[config.mk]
export PLATFORM = sky130hd
export DESIGN_NAME = morse_sequencer
export DESIGN_NICKNAME = d
export VERILOG_FILES = /design/src/rtl/morse_pkg.sv /design/src/rtl/morse_tick_gen.sv /design/src/rtl/morse_sequencer.sv
export SDC_FILE = /design/constraint.sdc
export NUM_CORES = 1
export LEC_CHECK = 0
export CAP_MARGIN = 20
export CELL_PAD_IN_SITES_DETAIL_PLACEMENT = 0
export CELL_PAD_IN_SITES_GLOBAL_PLACEMENT = 2
export CORE_MARGIN = 1.5
export CORE_UTILIZATION = 38
export CTS_CLUSTER_SIZE = 28
export DETAILED_ROUTE_END_ITERATION = 10
export GPL_ROUTABILITY_DRIVEN = 0
export PLACE_DENSITY = 0.81
export SLEW_MARGIN = 20
export SYNTH_ARGS = -nofsm -noshare
export SYNTH_HDL_FRONTEND = slang
export SYNTH_SLANG_ARGS = --single-unit
[constraint.sdc]
create_clock -name clock -period 4.35 [get_ports clock]
set_clock_uncertainty 0.1 [all_clocks]
set_input_delay 0.435 -clock clock [delete_from_list [all_inputs] [get_ports clock]]
set_output_delay 0.435 -clock clock [all_outputs]
set_load 0.02 [all_outputs]
[src/rtl/morse_pkg.sv]
// rtl/morse_pkg.sv - shared constants and state type for the Morse message sequencer
package morse_pkg;

    localparam int PATTERN_W      = 13;
    localparam int LETTER_W       = 3;
    localparam int WORD_GAP_UNITS = 7;

    typedef enum logic [2:0] {
        S_IDLE     = 3'd0,
        S_LOAD     = 3'd1,
        S_SHIFT    = 3'd2,
        S_GAP      = 3'd3,
        S_DONE     = 3'd4
`ifdef MORSE_REPEAT_EN
        ,
        S_WORD_GAP = 3'd5
`endif
    } morse_state_e;

endpackage

[src/rtl/morse_tick_gen.sv]
// rtl/morse_tick_gen.sv - unit-rate prescaler with synchronous reload and expiry strobe
module morse_tick_gen #(
    parameter int TICK_DIV = 25000000
) (
    input  logic clock,
    input  logic reset,
    input  logic reload_i,
    output logic tick_o
);

    localparam int CNT_W = $clog2(TICK_DIV);
    localparam logic [CNT_W-1:0] RELOAD = CNT_W'(TICK_DIV - 1);

    logic [CNT_W-1:0] cnt_q;
    logic [CNT_W-1:0] cnt_d;

    // Expiry is suppressed while reloading so the first strobe lands a full period out.
    always_comb begin
        tick_o = 1'b0;
        cnt_d  = cnt_q - CNT_W'(1);
        if (reload_i) begin
            cnt_d = RELOAD;
        end else if (cnt_q == '0) begin
            tick_o = 1'b1;
            cnt_d  = RELOAD;
        end
    end

    always_ff @(posedge clock or negedge reset) begin
        if (!reset) begin
            cnt_q <= '0;
        end else begin
            cnt_q <= cnt_d;
        end
    end

endmodule

[src/rtl/morse_sequencer.sv]
// rtl/morse_sequencer.sv - plays a captured message of letter codes; MORSE_REPEAT_EN adds looping with a word gap
module morse_sequencer
    import morse_pkg::*;
#(
    parameter int MAX_LEN   = 8,
    parameter int TICK_DIV  = 25000000,
    parameter int GAP_UNITS = 2
) (
    input  logic                           clock,
    input  logic                           reset,
    input  logic                           start,
    input  logic [LETTER_W*MAX_LEN-1:0]    msg,
    input  logic [$clog2(MAX_LEN+1)-1:0]   msg_len,
    input  logic                           repeat_mode,
    output logic [LETTER_W-1:0]            letter_sel,
    output logic                           load_n,
    output logic                           shift_en,
    output logic [((MAX_LEN > 1) ? $clog2(MAX_LEN) : 1)-1:0] letter_idx,
    output logic                           busy,
    output logic                           done
);

    localparam int LEN_W  = $clog2(MAX_LEN + 1);
    localparam int IDX_W  = (MAX_LEN > 1) ? $clog2(MAX_LEN) : 1;
    localparam int UNIT_W = $clog2(PATTERN_W + GAP_UNITS + WORD_GAP_UNITS + 1);

    morse_state_e           state_q, state_d;
    logic [LETTER_W-1:0]    code_q [MAX_LEN];
    logic [LETTER_W-1:0]    code_d [MAX_LEN];
    logic [LEN_W-1:0]       len_q, len_d;
    logic [IDX_W-1:0]       idx_q, idx_d;
    logic [LETTER_W-1:0]    sel_q, sel_d;
    logic [UNIT_W-1:0]      unit_q, unit_d;
    logic                   reload;
    logic                   tick;
    logic [LEN_W-1:0]       len_clamped;
    logic                   last_letter;
    morse_state_e           adv_state;
    logic [IDX_W-1:0]       adv_idx;

`ifndef MORSE_REPEAT_EN
    logic unused_repeat;
    assign unused_repeat = repeat_mode;
`endif

    morse_tick_gen #(
        .TICK_DIV (TICK_DIV)
    ) u_tick (
        .clock    (clock),
        .reset    (reset),
        .reload_i (reload),
        .tick_o   (tick)
    );

    assign len_clamped = (msg_len > LEN_W'(MAX_LEN)) ? LEN_W'(MAX_LEN) : msg_len;
    assign last_letter = (LEN_W'(idx_q) + LEN_W'(1)) == len_q;

    // Where a letter goes once its trailing gap has elapsed.
    always_comb begin
        adv_idx   = idx_q + IDX_W'(1);
        adv_state = S_LOAD;
        if (last_letter) begin
            adv_idx   = idx_q;
            adv_state = S_DONE;
`ifdef MORSE_REPEAT_EN
            if (repeat_mode) begin
                adv_state = S_WORD_GAP;
            end
`endif
        end
    end

    always_comb begin
        state_d = state_q;
        code_d  = code_q;
        len_d   = len_q;
        idx_d   = idx_q;
        sel_d   = sel_q;
        unit_d  = unit_q;
        reload  = 1'b1;
        unique case (state_q)
            S_IDLE: begin
                if (start) begin
                    for (int i = 0; i < MAX_LEN; i++) begin
                        code_d[i] = msg[LETTER_W*i +: LETTER_W];
                    end
                    len_d   = len_clamped;
                    idx_d   = '0;
                    state_d = (len_clamped == '0) ? S_DONE : S_LOAD;
                end
            end
            S_LOAD: begin
                sel_d   = code_q[idx_q];
                unit_d  = '0;
                state_d = S_SHIFT;
            end
            S_SHIFT: begin
                reload = 1'b0;
                if (tick) begin
                    if (unit_q == UNIT_W'(PATTERN_W - 1)) begin
                        unit_d = '0;
                        if (GAP_UNITS == 0) begin
                            state_d = adv_state;
                            idx_d   = adv_idx;
                        end else begin
                            state_d = S_GAP;
                        end
                    end else begin
                        unit_d = unit_q + UNIT_W'(1);
                    end
                end
            end
            S_GAP: begin
                reload = 1'b0;
                if (tick) begin
                    if (unit_q == UNIT_W'(GAP_UNITS - 1)) begin
                        unit_d  = '0;
                        state_d = adv_state;
                        idx_d   = adv_idx;
                    end else begin
                        unit_d = unit_q + UNIT_W'(1);
                    end
                end
            end
`ifdef MORSE_REPEAT_EN
            S_WORD_GAP: begin
                reload = 1'b0;
                if (tick) begin
                    if (unit_q == UNIT_W'(WORD_GAP_UNITS - 1)) begin
                        unit_d  = '0;
                        idx_d   = '0;
                        state_d = S_LOAD;
                    end else begin
                        unit_d = unit_q + UNIT_W'(1);
                    end
                end
            end
`endif
            S_DONE: begin
                state_d = S_IDLE;
            end
            default: begin
                state_d = S_IDLE;
            end
        endcase
    end

    always_ff @(posedge clock or negedge reset) begin
        if (!reset) begin
            state_q <= S_IDLE;
            for (int i = 0; i < MAX_LEN; i++) begin
                code_q[i] <= '0;
            end
            len_q  <= '0;
            idx_q  <= '0;
            sel_q  <= '0;
            unit_q <= '0;
        end else begin
            state_q <= state_d;
            code_q  <= code_d;
            len_q   <= len_d;
            idx_q   <= idx_d;
            sel_q   <= sel_d;
            unit_q  <= unit_d;
        end
    end

    // The new code is presented during the load cycle itself so the shifter captures it.
    assign letter_sel = (state_q == S_LOAD) ? code_q[idx_q] : sel_q;
    assign load_n     = (state_q != S_LOAD);
    assign shift_en   = (state_q == S_SHIFT) && tick;
    assign letter_idx = idx_q;
    assign busy       = (state_q != S_IDLE) && (state_q != S_DONE);
    assign done       = (state_q == S_DONE);

endmodule

==> results of run 1 <==
[metrics by stage]
| stage | power, mW | hold slack, ns |
|---|---|---|
| after floorplan | 1.20 | 0.0394 |
| after global placement | 1.33 | 0.340 |
| after detailed placement | 1.34 | 0.345 |
| after CTS | 1.81 | 0.221 |
| after global routing | 1.91 | 0.0487 |
| final | 1.78 | -0.00583 |
[cell type report]
class                   count  share of cell area (%)
flip-flops and latches     67                    42.0
multi-input cells         251                    39.2
repair buffers             42                    10.4
clock buffers              12                    3.89
well taps                 108                    3.39
inverters                   9                   0.847
clock inverters             2                   0.314
[worst max-delay path, stage by stage, from the launching register on]
cell	delay [ns]
dfrtp_1	0.40
or4_4	0.54
or4_1	0.40
buf_4	0.21
or3_1	0.43
nor2_1	0.11
clkdlybuf4s50_1	0.60
[kinds of logic after synthesis]
family	count (synthesis)
and+or+nand+nor	186
DFF	67
buffers and inverters	26
AOI/OAI and AO/OA	25
xor gates and xnor gates	24
muxes	11
adders and majority gates	5
[path summary, 6_finish.rpt]
kind,startpoint,cells past startpoint,slack (ns),to
min in group clock,u_tick.cnt_q[0]$_DFF_PN0_,1,0.35,u_tick.cnt_q[0]$_DFF_PN0_
max,u_tick.cnt_q[9]$_DFF_PN0_,6,0.78,shift_en
max reg2reg,u_tick.cnt_q[9]$_DFF_PN0_,6,1.69,u_tick.cnt_q[9]$_DFF_PN0_
min,reset,1,-0.006,u_tick.cnt_q[5]$_DFF_PN0_
min reg2reg,u_tick.cnt_q[0]$_DFF_PN0_,1,0.35,u_tick.cnt_q[0]$_DFF_PN0_
max in group asynchronous,reset,2,3.42,sel_q[2]$_DFF_PN0_
[registers in the layout (all words and copies together), names as in the netlist]
| signal | flops |
|---|---|
| sel_q | 3 |
| letter_idx | 3 |
| state_q | 3 |
| u_tick.cnt_q | 25 |
| len_q | 4 |
| code_q | 24 |
| unit_q | 5 |
[power by group]
part | internal (mW) | switching [mW] | total (mW)
Combinational | 0.222 | 0.188 | 0.410
Clock | 0.231 | 0.225 | 0.456
Sequential | 0.788 | 0.126 | 0.914
[Yosys cell counts (all sizes together) (2+ instances only)]
master / number / area share, %
nand2: 108 / 13
dfrtp: 67 / 50
nor2: 19 / 2.1
xnor2: 18 / 4.7
clkbuf: 11 / 1.2
nor4: 10 / 2.5
o21ai: 10 / 1.5
inv: 9 / 1.0
nor3: 8 / 1.2
or3: 7 / 1.5
buf: 6 / 1.3
mux4: 6 / 4.0
xor2: 6 / 1.6
ha: 5 / 1.9
mux2i: 5 / 1.5
or4: 5 / 1.2
and3: 4 / 0.75
nand2b: 4 / 0.75
nand3b: 4 / 0.89
nor2b: 4 / 0.82
a21oi: 3 / 0.45
and2: 3 / 0.56
nand4: 3 / 0.75
a21o: 2 / 0.45
nor4b: 2 / 0.97
o31ai: 2 / 0.60
[layer usage]
layer	share of wire [%]	wire (µm)	GRT usage, %
met2	46	3030	24.8
met4	0.78	51	4.01
met3	3.2	208	4.34
met5	0	0	0
met1	50	3250	20.5
[cell usage in the layout, fill, tap and decap left out, types with 2 or more instances in the layout]
cell type / n
nor2_1: 19
nand2b_1: 4
o21ai_1: 3
o21ai_0: 7
a21o_1: 2
nor2b_1: 3
or4_1: 4
and3_1: 4
nand2_2: 10
nand4_1: 2
nor4_1: 8
xnor2_1: 18
clkdlybuf4s50_1: 39
nand2_1: 98
ha_1: 5
buf_4: 3
or3_1: 6
nand3b_1: 4
dfrtp_1: 67
nor3_1: 8
inv_1: 9
xor2_1: 6
clkbuf_8: 11
a21oi_1: 3
mux4_2: 6
mux2i_1: 5
and2_1: 3
==> impl_metrics.yaml, run 1 <==
floorplanning:
  pin_count: 42
  row_count: 34
  core-area_um2: 8640
  die_x_um: 97.0
  initial_core_util_pct: 38.9
  fp.dieArea_um2: 9410
  fp.dieH_um: 97.0
cts:
  root_buffer: "clkbuf_8"
  cts-resized-gates: 0
  cts_sinks: 67
  cts_setup_buffers: 0
  htree_levels: 3
  cts_hold_buf: 0
  clockBufferDepth: 2
  cts_buffers: 9
  clk_latency_ns: 0.34
  cts_tree: "yes"
  path_clk_slew_ns: 0.07
worst_setup_path:
  required_ns: 3.82
  critPathLaunchType: "register"
  crit_arrival_ns: 3.03
  path_class: "reg2out"
  crit_path_end_kind: "primary output"
  path_max_fanout: 14
place:
  dpl.cell_count: 477
  port_buffers: 40
  dp_slack_ns: 1.12
  hpwl_um: 4490
  postPlaceCellArea_um2: 3820
power:
  leakagePower_nw: 1.74
  ir_drop_uv: 184
  pwr_density_cell_nw_per_um2: 446
detailed_routing:
  ant_nets: 0
  wl_per_cell_um: 13.3
  dr.pass1.iters: 5
  drtIter0Drc: 33
  vias: 2444
  routed_via_density: 4.98
  totalWireLength_um: 6540
  drc: 0
timing:
  fin_crit_ns: 3.57
  hold-worst-slack_ns: -0.00583
  setup_ws_ns: 0.782
  tightest_slew_ns: 1.03
  tns_ns: 0
  hold_viol: 3
  drv_slew: 0
  fmax_ghz: 0.280
  setup_viol: 0
  rsz0062_at_grt: "false"
  maxSlewHeadroom_pct: 31.2
  finalCritPeriodShare_pct: 82.0
yosys:
  synth_cells: 344
  synth-seq-cells: 67
  yosysWarnings: 0
  yosys.area_share.simple_pct: 28.0
  ys.flop_type: "dfrtp_1"
  yosys.area_share.adder_pct: 1.86
  synth.mux.area_fraction_pct: 5.52
  synth_xor_area_share_pct: 6.26
  synth_cell_types: 50
  synth_compound_gate_area_share_pct: 4.88
  synthArstFlopShare_pct: 100
  synth_top_family_by_area: "simple AND/OR/NAND/NOR gates"
  synth_fp_nets: 381
  ys_seq_area_share_pct: 49.9
  synth_area_um2: 3360
  syn_avg_cell_area_um2: 9.76
  synth_edf_count: 0
layout:
  fin_nets: 417
  stdcell_area_um2: 3990
  syn2layout_area_growth_pct: 18.8
  fillers: 871
  final_cell_count_no_fill: 491
  final_util_pct: 46.2
  seqCellArea_um2: 1680
  diodes: 0
  multi_input_area_um2: 1560
  drive_gt1_share_pct: 10.7
flow_run:
  cap_violations: 0
global_routing:
  grt_pass1_wl_um: 11700
  grt_usage_pct: 15.4
  antenna_found_initial: 0
  grt_pass1_vias: 2519
  grt.overflow.total: 0
  grt_max_degree: 47
outcome:
  violations: "hold timing"
  status: "finished, violations left"
worst_hold_path:
  worstHoldPathType: "in2async"
No activity file was read; power rests on OpenSTA's default activity.
==> inputs of run 2 (changes only) <==
--- a/config.mk
+++ b/config.mk
@@ -9,11 +9,11 @@
 export CELL_PAD_IN_SITES_DETAIL_PLACEMENT = 0
 export CELL_PAD_IN_SITES_GLOBAL_PLACEMENT = 2
 export CORE_MARGIN = 1.5
-export CORE_UTILIZATION = 38
+export CORE_UTILIZATION = 32
 export CTS_CLUSTER_SIZE = 28
 export DETAILED_ROUTE_END_ITERATION = 10
 export GPL_ROUTABILITY_DRIVEN = 0
-export PLACE_DENSITY = 0.81
+export PLACE_DENSITY = 0.72
 export SLEW_MARGIN = 20
 export SYNTH_ARGS = -nofsm -noshare
 export SYNTH_HDL_FRONTEND = slang
==> constraint.sdc (replaced) <==
create_clock -name clock -period 3.1 [get_ports clock]
set_clock_uncertainty 0.1 [all_clocks]
set_input_delay 0.31 -clock clock [delete_from_list [all_inputs] [get_ports clock]]
set_output_delay 0.31 -clock clock [all_outputs]
set_load 0.02 [all_outputs]
==> impl_metrics.yaml, run 2 (synthesis gave the netlist of run 1 again) <==
global_routing:
  grt_pass1_vias: 2457
  grt_pass1_wl_um: 12000
  grt_usage_pct: 13.8
  grt.overflow.total: 0
  antenna_found_initial: 0
  grt_max_degree: 38
cts:
  cts_buffers: 9
  htree_levels: 3
  clk_latency_ns: 0.35
  cts_sinks: 67
  root_buffer: "clkbuf_8"
  clockBufferDepth: 2
  cts_setup_buffers: 0
  cts_tree: "yes"
  path_clk_slew_ns: 0.07
detailed_routing:
  vias: 2467
  routed_via_density: 4.67
  drc: 0
  wl_per_cell_um: 13.2
  ant_nets: 0
  dr.pass1.iters: 4
  totalWireLength_um: 6940
  drtIter0Drc: 78
layout:
  regMostFlops: "u_tick.cnt_q"
  syn2layout_area_growth_pct: 22.9
  diodes: 0
  fillers: 1054
  seqCellArea_um2: 1680
  fin_nets: 424
  layout.cells.most_common: "nand2_1"
  top_regs: "u_tick.cnt_q: 25 flops, code_q: 24 flops, unit_q: 5 flops"
  largest_reg_flops: 25
  drive_gt1_share_pct: 13.3
  multi_input_area_um2: 1560
  final_cell_mix: "nand2_1, dfrtp_1, clkdlybuf4s50_1"
place:
  hpwl_um: 4670
  dp_slack_ns: 0.209
  port_buffers: 40
floorplanning:
  row_count: 37
  core-area_um2: 10200
  die_x_um: 105
  pin_count: 42
  fp.dieArea_um2: 11100
  fp.dieH_um: 105
  initial_core_util_pct: 32.8
timing:
  fin_crit_ns: 2.82
  setup_ws_ns: 0.285
  tns_ns: 0
  maxSlewHeadroom_pct: 40.1
  setup_viol: 0
  hold_viol: 0
  rsz0062_at_grt: "false"
  drv_slew: 0
  fmax_ghz: 0.355
  tightest_slew_ns: 0.895
  finalCritPeriodShare_pct: 90.8
worst_setup_path:
  path_class: "reg2out"
  crit_arrival_ns: 2.41
  required_ns: 2.69
  critPathLaunchType: "register"
  crit_path_end_kind: "primary output"
  path_max_fanout: 3
power:
  pwr_density_cell_nw_per_um2: 638
  ir_drop_uv: 247
  leakagePower_nw: 1.79
flow_run:
  cap_violations: 0
worst_hold_path:
  worstHoldPathType: "reg2reg"
outcome:
  status: "complete, no violations"
-- run 2: cell type report --
| type | instances | area share (%) |
|---|---|---|
| Tap cell | 136 | 4.12 |
| Clock inverter | 6 | 1.73 |
| Multi-Input combinational cell | 251 | 37.9 |
| Timing Repair Buffer | 49 | 11.5 |
| Sequential cell | 67 | 40.7 |
| Inverter | 9 | 0.819 |
| Clock buffer | 10 | 3.34 |
-- run 2: metrics by stage --
step / utilization (%) / instances / hold slack (ns) / area (µm²) / power [mW]
6_report: 40.3 / 528 / 0.369 / 4130 / 2.63
3_3_place_gp: 38.2 / 511 / 0.324 / 3910 / 1.87
4_1_cts: 40.4 / 528 / 0.354 / 4130 / 2.69
5_1_grt: 40.3 / 528 / 0.357 / 4130 / 2.82
3_5_place_dp: 38.2 / 511 / 0.324 / 3910 / 1.89
2_1_floorplan: - / 344 / -0.0856 / 3360 / 1.68
-- run 2: metal layers --
metal  track usage, %  vias to the layer above  wire length [µm]  part of all wire (%)
li1                 -                     1245                 -                     -
met1             18.1                     1173              3390                    49
met2             21.4                       41              3180                    46
met3             4.14                        8               278                   4.0
met4             4.99                        0                95                   1.4
met5                0                        -                 0                     0
-- run 2: final timing paths --
check	start	endpoint	slack [ns]	cells after the start
hold / removal	u_tick.cnt_q[0]$_DFF_PN0_	u_tick.cnt_q[0]$_DFF_PN0_	0.37	1
setup / recovery	u_tick.cnt_q[5]$_DFF_PN0_	shift_en	0.28	5
min in group asynchronous	reset	u_tick.cnt_q[2]$_DFF_PN0_	0.46	2
hold reg to reg	u_tick.cnt_q[0]$_DFF_PN0_	u_tick.cnt_q[0]$_DFF_PN0_	0.37	1
max in group asynchronous	reset	letter_idx[0]$_DFFE_PN0P_	1.76	3
setup reg to reg	u_tick.cnt_q[11]$_DFF_PN0_	u_tick.cnt_q[15]$_DFF_PN0_	0.38	6
-- run 2: worst max-delay path, cell delays in order (launching register included) --
cell	delay, ns
dfrtp_1	0.41
or4_1	0.57
or3_4	0.40
or3_1	0.40
nor2_1	0.10
clkbuf_2	0.18
-- run 2: what timing repair did --
action                                 4_1_cts  5_1_grt
hold buffers                                 1        0
endpoints found under the hold margin       30        0
setup endpoints to repair                    1        4
resized for setup                            1        3
gates cloned                                 0        0
-- run 2: report_power, final --
group	switching, mW	total [mW]	internal (mW)
Clock	0.371	0.773	0.402
Sequential	0.176	1.28	1.10
Combinational	0.263	0.578	0.316
